[config.mk]
export PLATFORM = sky130hd
export DESIGN_NAME = toggle_event_rx
export DESIGN_NICKNAME = d
export VERILOG_FILES = /design/src/rtl/toggle_link_pkg.sv /design/src/rtl/bit_sync.sv /design/src/rtl/toggle_event_rx.sv
export SDC_FILE = /design/constraint.sdc
export NUM_CORES = 1
export LEC_CHECK = 0
export ABC_AREA = 1
export BUFFER_PORTS_ARGS = -buffer_cell sky130_fd_sc_hd__buf_4
export CAP_MARGIN = 5
export CELL_PAD_IN_SITES_DETAIL_PLACEMENT = 2
export CELL_PAD_IN_SITES_GLOBAL_PLACEMENT = 2
export CORE_ASPECT_RATIO = 1.4
export CORE_MARGIN = 2
export CORE_UTILIZATION = 28
export CTS_CLUSTER_DIAMETER = 150
export DETAILED_ROUTE_END_ITERATION = 12
export GPL_ROUTABILITY_DRIVEN = 0
export PLACE_DENSITY = 0.79
export SKIP_CTS_REPAIR_TIMING = 1
export SKIP_LAST_GASP = 1
export SYNTH_ARGS = -nofsm -noshare
export SYNTH_HDL_FRONTEND = slang
export SYNTH_HIERARCHICAL = 1
export SYNTH_SLANG_ARGS = --single-unit
[constraint.sdc]
create_clock -name clk -period 1.9 [get_ports clk]
set_clock_uncertainty 0.05 [all_clocks]
set_input_delay 0.19 -clock clk [delete_from_list [all_inputs] [get_ports clk]]
set_output_delay 0.19 -clock clk [all_outputs]
set_load 0.02 [all_outputs]
[src/rtl/toggle_link_pkg.sv]
// rtl/toggle_link_pkg.sv - shared defaults, pending-state encoding and counter limit for the toggle event link
package toggle_link_pkg;

    localparam int SYNC_STAGES_DEF = 2;
    localparam int CNT_W_DEF       = 4;

    typedef enum logic [1:0] {
        ST_EMPTY   = 2'd0,
        ST_PENDING = 2'd1,
        ST_FULL    = 2'd2
    } evt_state_e;

    function automatic int cnt_max(input int w);
        return (1 << w) - 1;
    endfunction

endpackage

[src/rtl/bit_sync.sv]
// rtl/bit_sync.sv - multi-flop synchroniser for one asynchronous level, clears to 0
module bit_sync
    import toggle_link_pkg::*;
#(
    parameter int STAGES = SYNC_STAGES_DEF
) (
    input  logic clk,
    input  logic rst,
    input  logic d,
    output logic q
);

    logic [STAGES-1:0] sync_q;
    logic [STAGES-1:0] sync_d;

    always_comb begin
        sync_d = {sync_q[STAGES-2:0], d};
    end

    always_ff @(posedge clk or posedge rst) begin
        if (rst) begin
            sync_q <= '0;
        end else begin
            sync_q <= sync_d;
        end
    end

    assign q = sync_q[STAGES-1];

endmodule

[src/rtl/toggle_event_rx.sv]
// rtl/toggle_event_rx.sv - recovers one event per tog_in level change and queues them in a saturating counter
module toggle_event_rx
    import toggle_link_pkg::*;
#(
    parameter int SYNC_STAGES = SYNC_STAGES_DEF,
    parameter int CNT_W       = CNT_W_DEF
) (
    input  logic             clk,
    input  logic             rst,
    input  logic             tog_in,
    input  logic             evt_ready,
    input  logic             clr_ovf,
    output logic             evt_valid,
    output logic [CNT_W-1:0] evt_pend,
    output logic             ovf
);

    localparam int               WARM_W    = $clog2(SYNC_STAGES + 2);
    localparam logic [WARM_W-1:0] WARM_DONE = WARM_W'(SYNC_STAGES + 1);
    localparam logic [WARM_W-1:0] WARM_ONE  = WARM_W'(1);
    localparam logic [CNT_W-1:0]  PEND_MAX  = CNT_W'(cnt_max(CNT_W));
    localparam logic [CNT_W-1:0]  PEND_ONE  = CNT_W'(1);
    localparam logic [CNT_W-1:0]  PEND_NEAR = PEND_MAX - PEND_ONE;
    // With a 1-bit counter the first event fills it and the last pop empties it.
    localparam evt_state_e ST_UP_FROM_EMPTY = (PEND_MAX == PEND_ONE) ? ST_FULL : ST_PENDING;
    localparam evt_state_e ST_DN_FROM_FULL  = (PEND_MAX == PEND_ONE) ? ST_EMPTY : ST_PENDING;

    logic             sync_out;
    logic [WARM_W-1:0] warm_q, warm_d;
    logic             prev_q, prev_d;
    evt_state_e       st_q, st_d;
    logic [CNT_W-1:0] pend_q, pend_d;
    logic             ovf_q, ovf_d;
    logic             armed;
    logic             tog_edge;
    logic             pop;
    logic             ovf_set;

    bit_sync #(
        .STAGES(SYNC_STAGES)
    ) u_tog_sync (
        .clk(clk),
        .rst(rst),
        .d  (tog_in),
        .q  (sync_out)
    );

    // prev tracks sync_out during warm-up too, so a level held across reset never looks like an edge.
    always_comb begin
        armed    = (warm_q == WARM_DONE);
        warm_d   = armed ? warm_q : warm_q + WARM_ONE;
        prev_d   = sync_out;
        tog_edge = armed & (sync_out ^ prev_q);
        pop      = evt_valid & evt_ready;
    end

    always_comb begin
        st_d    = st_q;
        pend_d  = pend_q;
        ovf_set = 1'b0;
        unique case (st_q)
            ST_EMPTY: begin
                if (tog_edge) begin
                    pend_d = PEND_ONE;
                    st_d   = ST_UP_FROM_EMPTY;
                end
            end
            ST_PENDING: begin
                if (tog_edge && !pop) begin
                    pend_d = pend_q + PEND_ONE;
                    if (pend_q == PEND_NEAR) st_d = ST_FULL;
                end else if (!tog_edge && pop) begin
                    pend_d = pend_q - PEND_ONE;
                    if (pend_q == PEND_ONE) st_d = ST_EMPTY;
                end
            end
            ST_FULL: begin
                if (tog_edge && !pop) begin
                    ovf_set = 1'b1;
                end else if (!tog_edge && pop) begin
                    pend_d = PEND_NEAR;
                    st_d   = ST_DN_FROM_FULL;
                end
            end
            default: begin
                st_d   = ST_EMPTY;
                pend_d = '0;
            end
        endcase
        ovf_d = ovf_set | (ovf_q & ~clr_ovf);
    end

    always_ff @(posedge clk or posedge rst) begin
        if (rst) begin
            warm_q <= '0;
            prev_q <= 1'b0;
            st_q   <= ST_EMPTY;
            pend_q <= '0;
            ovf_q  <= 1'b0;
        end else begin
            warm_q <= warm_d;
            prev_q <= prev_d;
            st_q   <= st_d;
            pend_q <= pend_d;
            ovf_q  <= ovf_d;
        end
    end

    assign evt_valid = (pend_q != '0);
    assign evt_pend  = pend_q;
    assign ovf       = ovf_q;

endmodule

Yosys cells after proc, flatten, opt, wreduce, memory -nomap -nowiden
Index checks and enable logic that the tools add are counted.
- reduce and logical (&&, ||, !) cells: 8
- div/mod/pow operators: 0
- equality and inequality tests: 11
- mux-type cells: 16
- shifts and indexed selects: 0
- bitwise operators: 6
- $lt $le $gt $ge: 0
- multipliers: 0
- $add $sub $neg: 3
- operator list (cell ; number):
    4-bit two-way mux ; 5
    2-bit two-way mux ; 7
    4-bit case mux with 3 select lines ; 1
    3-bit != test, second input constant ; 3
    2-bit != test, second input constant ; 3
    2-bit case mux with 3 select lines ; 1
    6-bit AND reduction ; 1
    4-bit by 1-bit adder with 4-bit output, second input constant ; 1
    2-bit == test, second input constant ; 2
    4-bit by 1-bit == test with 1-bit output, second input constant ; 1
    4-bit == test, second input constant ; 1
    4-bit AND reduction ; 1
    4-bit nonzero test ; 1
    4-bit by 1-bit subtractor with 4-bit output, second input constant ; 1
    1-bit AND ; 3
    2-bit by 1-bit adder with 2-bit output, second input constant ; 1
    2-bit by 1-bit == test with 1-bit output, second input constant ; 1
    1-bit logical AND ; 2
    1-bit zero test ; 2
    2-bit zero test ; 1
    1-bit two-way mux ; 2
    1-bit NOT ; 1
    1-bit OR ; 1
    1-bit XOR ; 1
- bits in read-only memories: 0
- bits in registers: 12
- memories kept: 0
- bits in writable memories: 0
- bits in latches: 0
- word-level logic and storage cells: 50
- input port bits: 5

Logic depth before layout (Yosys ltp)
Gate-level depths: netlist of run 1.
- word-level depth: 7
- depth in mapped cells: 14

Hierarchy
The synthesis of run 1 kept the hierarchy.
- by module, submodules not included (module ; area each (µm²) ; cells an instance ; sequential area each (µm²) ; times used):
    toggle_event_rx ; 725.7 ; 98 ; 250.2 ; 1
    bit_sync ; 53.8 ; 3 ; 50.0 ; 1

Worst setup path before layout of run 1
No wires, ideal clock.
- path type: flip-flop to flip-flop
- start point: register pend_q[0], in the netlist evt_pend[0]
- end point: register st_q[0]
- arrival: 1993 ps
- setup slack: -263 ps
- required time: 1730 ps
- stages on the path, launching flop included: 13
- path buffers: 1
- period minus slack after synthesis: 2163 ps
- setup time: 120 ps
- path through: dfrtp_1 > inv_1 > ha_1 > nand3_1 > nand2_1 > ha_1 > buf_6 > nor2_1 > nor2_2 > nor2_4 > nand2_4 > o21ai_1 > nand2_1
- word-level cells in the longest chain between the ends: 6
- elaborated cells between the ends (all ways): 15
- RTL lines (element ; line ; source):
    start, declared ; toggle_event_rx.sv:32 ; logic [CNT_W-1:0] pend_q, pend_d;
    start signal, assigned ; toggle_event_rx.sv:104 ; pend_q <= pend_d;
    4-bit nonzero test * ; toggle_event_rx.sv:109 ; assign evt_valid = (pend_q != '0);
    net evt_valid ; toggle_event_rx.sv:13 ; output logic evt_valid,
    1-bit AND * ; toggle_event_rx.sv:54 ; pop = evt_valid & evt_ready;
    1-bit zero test ; toggle_event_rx.sv:69, toggle_event_rx.sv:78 ;
    1-bit logical AND ; toggle_event_rx.sv:69, toggle_event_rx.sv:78 ;
    3-bit != test (no source line) (tied with other cells) ; - ;
    6-bit AND reduction (no source line) / 2-bit case mux with 3 select lines (equally long branches) ; - ;
    end signal, assigned ; toggle_event_rx.sv:103 ; st_q <= st_d;
    end, declared ; toggle_event_rx.sv:31 ; evt_state_e st_q, st_d;
The timed path passes the listed nets; every way through them passes the cells marked *.
A chain may end at the register's enable or synchronous reset.

Worst setup path in the final report of run 1
- start point: register warm_q[0]
- end point: register st_q[0]
- word-level cells in the longest chain between the ends: 6
- elaborated cells between the ends (all ways): 14
- RTL lines (element ; line ; source):
    start, declared ; toggle_event_rx.sv:29 ; logic [WARM_W-1:0] warm_q, warm_d;
    start signal, assigned ; toggle_event_rx.sv:101 ; warm_q <= warm_d;
    2-bit == test * ; toggle_event_rx.sv:50 ; armed = (warm_q == WARM_DONE);
    1-bit AND * ; toggle_event_rx.sv:53 ; tog_edge = armed & (sync_out ^ prev_q);
    1-bit zero test ; toggle_event_rx.sv:72, toggle_event_rx.sv:80 ;
    1-bit logical AND ; toggle_event_rx.sv:72, toggle_event_rx.sv:80 ;
    3-bit != test (no source line) / 2-bit != test (equally long branches) ; - ;
    6-bit AND reduction (no source line) ; - ;
Every way passes the cells marked *; elsewhere a longest branch is shown, timed or not.

==> results.ini, run 1 <==
[timing]
period_needed_ps = 1790
tightestPinTransition_ps = 437.7
slew_violations = 0
setup_viol = 0
fin_crit_sh_pct = 94.22
fmax_ghz = 0.5586
fin_ws_ps = 109.7
maxSlewHeadroom_pct = 70.79
holdWs_ps = 48.59
hold_viol = 0

[job]
cap_violations = 0

[die]
core_um2 = 2643
start_util_pct = 29.50
die_h_um = 66.43
die_x_um = 48.59
rows = 22
die_area_um2 = 3228
pin_count = 11

[cts]
clk_latency_ps = 280
cts_made_buffers = 3
cts_tree = done
clkTransAtPathRegs_ps = 80
h-tree-depth = 1
cts_buffer_depth = 2
cts_root_buffer = clkbuf_4
cts_sinks = 12

[synthesis]
synth_cell_type_count = 20
syn_area_um2 = 779.5
synth_top_cell_area_share_pct = 38.52
syn_nets = 113
ys.warnings.count = 6
synth_cells = 101
ys_seq_elements = 12
ys_top_cells_by_area = dfrtp_1, nand2_1, ha_1
synth_top_area_cell = dfrtp_1
avgSynthCellArea_um2 = 7.718
ys_seq_area_share_pct = 38.52

[min_path]
hp-class = in -> reg

[status]
run_status = finished, final reports clean

[final_layout]
fillers = 326
regArea_um2 = 302.8
drive_gt1_share_pct = 33.87
multi_input_area_um2 = 431.7
finalNonFillerCells = 160
final_nets = 137
final_core_util_pct = 40.20
area_delta_synth_final_pct = 36.28
diodes = 0

[power]
ir_worst_vdd_mv = 0.6679
comb_power_share_pct = 61.6
seq_power_share_pct = 24.6
p_leak_nw = 0.5520
total_power_mw = 1.524
internal_power_mw = 0.8101
switching_share_pct = 46.83
switchingPower_mw = 0.7136
pwr-share-clk_pct = 13.8
power.density_nw_per_um2 = 1434

[global_routing]
grt_use_total_pct = 15.47
antenna_found_initial = 0
gr-total-overflow = 0
grt_pass1_vias = 774
grt_max_degree = 11
grt_pass1_wl_um = 3719

[worst_setup_path]
crit_type = reg -> reg
cp_data_arrival_time_ps = 1910
end_kind = flop
start_kind = flop
cp_max_fo = 7
crit_required_ps = 2020

[routing]
vias_per_cell = 4.581
first_pass_iters = 2
ant_nets = 0
routed_wl_um = 2255
num_vias = 733
initialDrtViolationCount = 11
wl_per_cell_um = 14.09
post-route-drc-count = 0

[placement]
place_hpwl_um = 1742
portBuffers = 10
post-place-ws_ps = -72.31
place_inst = 153

-- stage by stage --
step | area [µm²] | TNS (ps)
after CTS | 997.2 | -267.4
after global placement | 960.9 | -7.996
after floorplan | 799.5 | 0
after global routing | 1062 | -2.334
after detailed placement | 960.9 | -163.9
final | 1062 | 0
-- registers in the layout, summed over array words and instances (netlist names) --
register	cells
evt_pend	4
ovf	1
prev_q	1
st_q	2
u_tog_sync/sync_q	2
warm_q	2
-- routing by layer --
| metal | track usage [%] | vias up | part of all wire (%) |
|---|---|---|---|
| li1 | - | 352 | - |
| met1 | 17.02 | 369 | 39 |
| met2 | 30.03 | 7 | 58 |
| met3 | 2.262 | 5 | 1.6 |
| met4 | 5.357 | 0 | 1.5 |
| met5 | 0 | - | 0 |
-- cells by family after synthesis --
family	Yosys count	share of synthesized area [%]
flops	12	38.52
mux	1	1.445
xor+xnor	2	2.248
simple gates	45	27.13
buf+inv	24	12.52
fa+ha+maj	7	11.24
compound gates	10	6.903
-- area by class of cell --
class	count	share of cell area, %
repair buffers	20	14.61
multi-input cells	65	40.64
inverters	23	8.598
clock buffers	4	3.416
well taps	36	4.240
flip-flops and latches	12	28.50
-- power by group through the flow --
stage	Clock, mW	Combinational, mW	Sequential [mW]
after floorplan	0	0.509	0.446
after global placement	0	0.842	0.365
after detailed placement	0	0.894	0.373
after CTS	0.212	0.908	0.368
after global routing	0.220	1.05	0.384
final	0.210	0.939	0.374
-- Yosys cell counts (all sizes together) --
library cell / instances
nand2: 27
inv: 23
dfrtp: 12
nor2: 10
nand3: 8
ha: 7
o21ai: 6
a21oi: 2
buf: 1
mux2: 1
o211ai: 1
o22ai: 1
xnor2: 1
xor2: 1
-- layout by cell type, fill, tap and decap left out, types with 3 or more instances in the layout --
master	instances
nand2_2	3
nor2_2	3
clkbuf_4	3
o21ai_0	4
buf_4	18
nand2_1	23
ha_1	5
nor2_1	4
inv_1	19
dfrtp_1	10
nor2_4	3
nand3_1	7
-- worst max-delay path, stage by stage (launching register included) --
cell and delay [ps]:
dfrtp_1 390, ha_1 220, nand3_1 120, buf_4 130, ha_1 130, inv_1 50
nor2_2 120, nor2_4 50, nor2_4 110, nand2_4 110, o21ai_1 140, nand2_1 70
-- final timing paths --
kind	startpoint	end	slack (ps)	cells past startpoint
worst max-delay path	warm_q[0]$_DFFE_PP0P_	st_q[0]$_DFFE_PP0P_	110	11
worst min-delay path	clr_ovf	ovf$_DFF_PP0_	50	2
worst max register to register	warm_q[0]$_DFFE_PP0P_	st_q[0]$_DFFE_PP0P_	110	11
worst min register to register	u_tog_sync/sync_q[0]$_DFF_PP0_	u_tog_sync/sync_q[1]$_DFF_PP0_	310	0
max in group asynchronous	rst	evt_pend[0]$_DFFE_PP0P_	1050	3
min in group asynchronous	rst	u_tog_sync/sync_q[0]$_DFF_PP0_	280	3
(Power assumes the default switching activity.)
==> run 2: changes to the inputs <==
ABC_CLOCK_PERIOD_IN_PS = 1900   (was not set)
CELL_PAD_IN_SITES_DETAIL_PLACEMENT = 0   (was 2)
CELL_PAD_IN_SITES_GLOBAL_PLACEMENT = 1   (was 2)
CORE_MARGIN = 10   (was 2)
CORE_UTILIZATION = 35   (was 28)
==> results.ini, run 2 (synthesis results as in run 1) <==
[timing]
hold_viol = 0  ; unchanged
slew_violations = 0  ; unchanged
period_needed_ps = 1751  ; was 1790 ps
setup_viol = 0  ; unchanged
holdWs_ps = 86.19  ; was 48.59 ps
maxSlewHeadroom_pct = 73.53  ; was 70.79%
final.setup.tns_ps = 0  ; unchanged
rsz0062_at_grt = false
fin_crit_sh_pct = 92.14  ; was 94.22%
tightestPinTransition_ps = 396.6  ; was 437.7 ps
fmax_ghz = 0.5712  ; was 0.5586 GHz

[final_layout]
final_nets = 136  ; was 137
final_common_cell = nand2_1  ; unchanged
drive_gt1_share_pct = 34.96  ; was 33.87%
layout_common_cells = nand2_1, inv_1, buf_4, dfrtp_1, nand3_1  ; unchanged
largest_reg_flops = 4  ; unchanged
area_delta_synth_final_pct = 32.26  ; was 36.28%
diodes = 0  ; unchanged
final_core_util_pct = 47.91  ; was 40.20%
finalNonFillerCells = 145  ; was 160

[global_routing]
grt_use_total_pct = 8.182  ; was 15.47%
grt_pass1_wl_um = 2863  ; was 3719 µm
antenna_found_initial = 0  ; unchanged
grt_max_degree = 11  ; unchanged
gr-total-overflow = 0  ; unchanged
grt_pass1_vias = 675  ; was 774

[power]
ir_worst_vdd_mv = 0.6987  ; was 0.6679 mV
seq_power_share_pct = 25.2  ; was 24.6%
power.density_nw_per_um2 = 1432  ; was 1434 nW/µm²
p_leak_nw = 0.5462  ; was 0.5520 nW
total_power_mw = 1.476  ; was 1.524 mW
switching_share_pct = 45.12  ; was 46.83%
internal_power_mw = 0.8102  ; was 0.8101 mW
switchingPower_mw = 0.6660  ; was 0.7136 mW
comb_power_share_pct = 61.1  ; was 61.6%
pwr-share-clk_pct = 13.8  ; about the same

[routing]
wl_per_cell_um = 11.70  ; was 14.09 µm
routed_wl_um = 1697  ; was 2255 µm
wl_met3_um = 61  ; was 37 µm
routed.top_layer = met4  ; unchanged
first_pass_iters = 4  ; was 2
wl_met1_um = 710  ; was 874 µm
num_vias = 685  ; was 733
vias_per_cell = 4.724  ; was 4.581
ant_nets = 0  ; unchanged
wl_met2_um = 858  ; was 1309 µm
post-route-drc-count = 0  ; unchanged
initialDrtViolationCount = 8  ; was 11

[worst_setup_path]
end_kind = flop  ; unchanged
crit_path_max_incr_delay_ps = 410  ; was 390 ps
crit_required_ps = 2020  ; about the same
path_buf_inv = 2  ; unchanged
crit_top_cell = nand2_1
cpLargestDelayFamily = simple AND/OR/NAND/NOR gates  ; unchanged
cp_data_arrival_time_ps = 1870  ; was 1910 ps
path_cells = inv_2 > ha_4 > nand3_4 > nand2_1 > ha_2 > inv_1 > nor2_1 > nand2_1 > nand2_2 > nor2_4 > nand2_1 > nand2_1  ; was ha_1 > nand3_1 > buf_4 > ha_1 > inv_1 > nor2_2 > nor2_4 > nor2_4 > nand2_4 > o21ai_1 > nand2_1
cp_max_fo = 4  ; was 7
start_kind = flop  ; unchanged
critPathSlowestCell = dfrtp_2  ; was dfrtp_1
crit_type = reg -> reg  ; unchanged

[cts]
cts_buffer_depth = 2  ; unchanged
cts_root_buffer = clkbuf_4  ; unchanged
cts_made_buffers = 3  ; unchanged
cts_tree = done  ; unchanged
clk_latency_ps = 280  ; about the same
clkTransAtPathRegs_ps = 70  ; was 80 ps
cts_sinks = 12  ; unchanged
h-tree-depth = 1  ; unchanged

[die]
die_h_um = 75.84  ; was 66.43 µm
core_um2 = 2152  ; was 2643 µm²
rows = 20  ; was 22
start_util_pct = 36.22  ; was 29.50%
die_area_um2 = 4542  ; was 3228 µm²
die_x_um = 59.89  ; was 48.59 µm
pin_count = 11  ; unchanged

[job]
cap_violations = 0  ; unchanged

[placement]
place_hpwl_um = 1320  ; was 1742 µm
portBuffers = 10  ; unchanged
place_inst = 139  ; was 153

[min_path]
hp-class = in -> reg  ; unchanged

[status]
run_status = finished, final reports clean  ; unchanged

==> run 2: changes by cell type in the layout (fill, tap and decap cells not counted), sizes merged <==
cell and delta:
buf -1
==> run 2: worst register-to-register path, cell delays in order, from the launching register on <==
cell     delay [ps]
dfrtp_2         410
inv_2            90
ha_4            140
nand3_4          60
nand2_1          90
ha_2            210
inv_1            80
nor2_1          160
nand2_1          90
nand2_2         110
nor2_4           50
nand2_1          60
nand2_1          50
==> run 2: worst paths after layout <==
kind	start	to	slack, ps	cells after the start
worst min register to register	u_tog_sync/sync_q[0]$_DFF_PP0_	u_tog_sync/sync_q[1]$_DFF_PP0_	310	0
worst min-delay path	clr_ovf	ovf$_DFF_PP0_	90	2
worst max register to register	evt_pend[1]$_DFFE_PP0P_	st_q[1]$_DFFE_PP0P_	150	12
min in group asynchronous	rst	u_tog_sync/sync_q[0]$_DFF_PP0_	280	3
max in group asynchronous	rst	evt_pend[1]$_DFFE_PP0P_	1090	3
worst max-delay path	evt_pend[1]$_DFFE_PP0P_	st_q[1]$_DFFE_PP0P_	150	12
==> run 2: power groups by stage <==
stage               Clock [mW]  Combinational, mW  Sequential, mW
global route             0.226               1.02           0.378
floorplan                    0              0.509           0.446
detailed placement           0              0.847           0.370
finish                   0.203              0.901           0.371
CTS                      0.209              0.854           0.365
global placement             0              0.839           0.367
==> run 2: area by class of cell <==
cell class	instances	area, µm²
Fill cell	211	1121
Multi-Input combinational cell	65	427.9
Sequential cell	12	302.8
Timing Repair Buffer	19	147.6
Inverter	23	88.84
Clock buffer	4	36.28
Tap cell	22	27.53
==> run 2: per-layer routing <==
metal  GRT usage (%)  vias up
li1                -      355
met4           6.250        0
met2           13.53        9
met3           1.833        7
met1           8.721      314
met5               0        -
==> run 2: per-stage QoR <==
step	area [µm²]	setup WS (ps)
floorplan	799.5	31.59
global placement	943.4	109.3
detailed placement	943.4	78.67
CTS	979.7	66.02
global route	1031	4.388
finish	1031	149.4
==> run 3: changes to the inputs <==
CTS_BUF_LIST = sky130_fd_sc_hd__clkbuf_2   (was not set)
==> results.ini, run 3 (synthesis results as in run 1) <==
[min_path]
worstHoldEndpoint = ovf$_DFF_PP0_  ; unchanged
hp-class = in -> reg  ; unchanged
min_from = clr_ovf  ; unchanged
min_delay_path_depth = 2  ; unchanged

[routing]
ant_nets = 0  ; unchanged
wl_per_cell_um = 11.54  ; was 11.70 µm
post-route-drc-count = 0  ; unchanged
vias_per_cell = 4.651  ; was 4.724
routed_wl_um = 1685  ; was 1697 µm
num_vias = 679  ; was 685
first_pass_iters = 4  ; unchanged
initialDrtViolationCount = 8  ; unchanged

[final_layout]
final_common_cell = nand2_1  ; unchanged
drive_gt1_share_pct = 34.68  ; was 34.96%
final_nets = 137  ; was 136
postLayoutCellArea_um2 = 1022  ; was 1031 µm²
fillers = 209  ; was 211
layout_common_cells = nand2_1, inv_1, buf_4, dfrtp_1, nand3_1  ; unchanged
multi_input_area_um2 = 429.2  ; was 427.9 µm²
regArea_um2 = 302.8  ; unchanged
area_delta_synth_final_pct = 31.14  ; was 32.26%
diodes = 0  ; unchanged
finalNonFillerCells = 146  ; was 145
largest_reg_flops = 4  ; unchanged

[timing]
fin_crit_sh_pct = 94.56  ; was 92.14%
period_needed_ps = 1797  ; was 1751 ps
setup_viol = 0  ; unchanged
slew_violations = 0  ; unchanged
fmax_ghz = 0.5566  ; was 0.5712 GHz
tightestPinTransition_ps = 396.7  ; was 396.6 ps
maxSlewHeadroom_pct = 73.52  ; was 73.53%
hold_viol = 0  ; unchanged

[worst_setup_path]
crit_required_ps = 2020  ; about the same
crit_top_cell = nand2_1  ; unchanged
path_buf_inv = 2  ; unchanged
crit_path_max_incr_delay_ps = 430  ; was 410 ps
r2r.worst_path.cells = 12  ; unchanged
regToRegSetupSlack_ps = 100  ; was 150 ps
regToRegEndpoint = st_q[1]$_DFFE_PP0P_  ; unchanged
cpLargestDelayFamily = simple AND/OR/NAND/NOR gates  ; unchanged
end_kind = flop  ; unchanged
critPathSlowestCell = dfrtp_2  ; unchanged
rr_startpoint = evt_pend[1]$_DFFE_PP0P_  ; unchanged
cp_max_fo = 4  ; unchanged
crit_type = reg -> reg  ; unchanged
cp_data_arrival_time_ps = 1920  ; was 1870 ps
path_cells = inv_2 > ha_4 > nand3_4 > nand2_1 > ha_2 > inv_1 > nor2_1 > nand2_1 > nand2_1 > nor2_4 > nand2_1 > nand2_1  ; was inv_2 > ha_4 > nand3_4 > nand2_1 > ha_2 > inv_1 > nor2_1 > nand2_1 > nand2_2 > nor2_4 > nand2_1 > nand2_1
start_kind = flop  ; unchanged

[global_routing]
grt_use_total_pct = 8.048  ; was 8.182%
gr-total-overflow = 0  ; unchanged
grt_pass1_wl_um = 2849  ; was 2863 µm
grt_pass1_vias = 674  ; was 675
antenna_found_initial = 0  ; unchanged
grt_max_degree = 11  ; unchanged

[cts]
clk_latency_ps = 260  ; was 280 ps
cts_made_buffers = 3  ; unchanged
cts_root_buffer = clkbuf_2  ; was clkbuf_4
h-tree-depth = 1  ; unchanged
cts_tree = done  ; unchanged
clkTransAtPathRegs_ps = 110  ; was 70 ps
cts_sinks = 12  ; unchanged
cts_buffer_depth = 2  ; unchanged

[die]
die_h_um = 75.84  ; unchanged
start_util_pct = 36.22  ; unchanged
pin_count = 11  ; unchanged
die_area_um2 = 4542  ; unchanged
rows = 20  ; unchanged
core_um2 = 2152  ; unchanged
die_x_um = 59.89  ; unchanged

[power]
ir_worst_vdd_mv = 0.5542  ; was 0.6987 mV
p_leak_nw = 0.5442  ; was 0.5462 nW
power.density_nw_per_um2 = 1376  ; was 1432 nW/µm²
total_power_mw = 1.407  ; was 1.476 mW

[job]
cap_violations = 0  ; unchanged

[placement]
dpl_cell_area_um2 = 943.4  ; unchanged
place_hpwl_um = 1320  ; unchanged
place_inst = 139  ; unchanged
portBuffers = 10  ; unchanged

[status]
run_status = finished, final reports clean  ; unchanged

==> run 3: cell types whose count changed in the layout (fill, tap and decap cells not counted) <==
cell      previous run  this run
clkbuf_2             0         3
clkbuf_4             3         0
a21oi_1              2         1
a21oi_2              0         1
buf_4               17        18
clkbuf_8             1         0
clkinv_1             0         1
nand2_1             23        24
nand2_2              3         2
==> run 3: per-layer routing <==
layer  up-vias  global-route usage (%)  routed length [µm]
met5         -                       0                   0
met4         0                   4.500                  45
met3         4                   2.333                  68
met2        11                   13.53                 850
met1       312                   8.721                 721
li1        352                       -                   -
==> run 3: worst max path at each step <==
stage                       startpoint                       to  depth (start not counted)
5_1_grt        evt_pend[1]$_DFFE_PP0P_      st_q[1]$_DFFE_PP0P_                         12
3_5_place_dp     warm_q[0]$_DFFE_PP0P_  evt_pend[2]$_DFFE_PP0P_                         11
3_3_place_gp     warm_q[0]$_DFFE_PP0P_      st_q[0]$_DFFE_PP0P_                         10
2_1_floorplan  evt_pend[0]$_DFFE_PP0P_      st_q[0]$_DFFE_PP0P_                         13
4_1_cts          warm_q[0]$_DFFE_PP0P_  evt_pend[2]$_DFFE_PP0P_                         11
6_report       evt_pend[1]$_DFFE_PP0P_      st_q[1]$_DFFE_PP0P_                         12
==> run 3: layout make-up <==
type / instances / area share [%]
Clock buffer: 3 / 1.469
Sequential cell: 12 / 29.62
Multi-Input combinational cell: 65 / 41.98
Timing Repair Buffer: 20 / 15.18
Clock inverter: 1 / 0.3672
Tap cell: 22 / 2.693
Inverter: 23 / 8.690
==> run 3: report_power, final <==
part | internal (mW) | switching [mW]
logic | 0.373 | 0.534
clock network | 0.0457 | 0.0839
registers | 0.322 | 0.0485
total | 0.741 | 0.666
==> run 3: metrics by stage <==
stage          utilization [%]  setup WS (ps)  hold slack [ps]  setup TNS [ps]
3_3_place_gp             43.84          109.3            5.395               0
6_report                 47.50          103.4            65.44               0
3_5_place_dp             43.84          78.67            10.70               0
4_1_cts                  44.71          53.17           -295.3               0
5_1_grt                  47.50         -35.19            44.69          -65.74
2_1_floorplan                -          31.59           -118.8               0
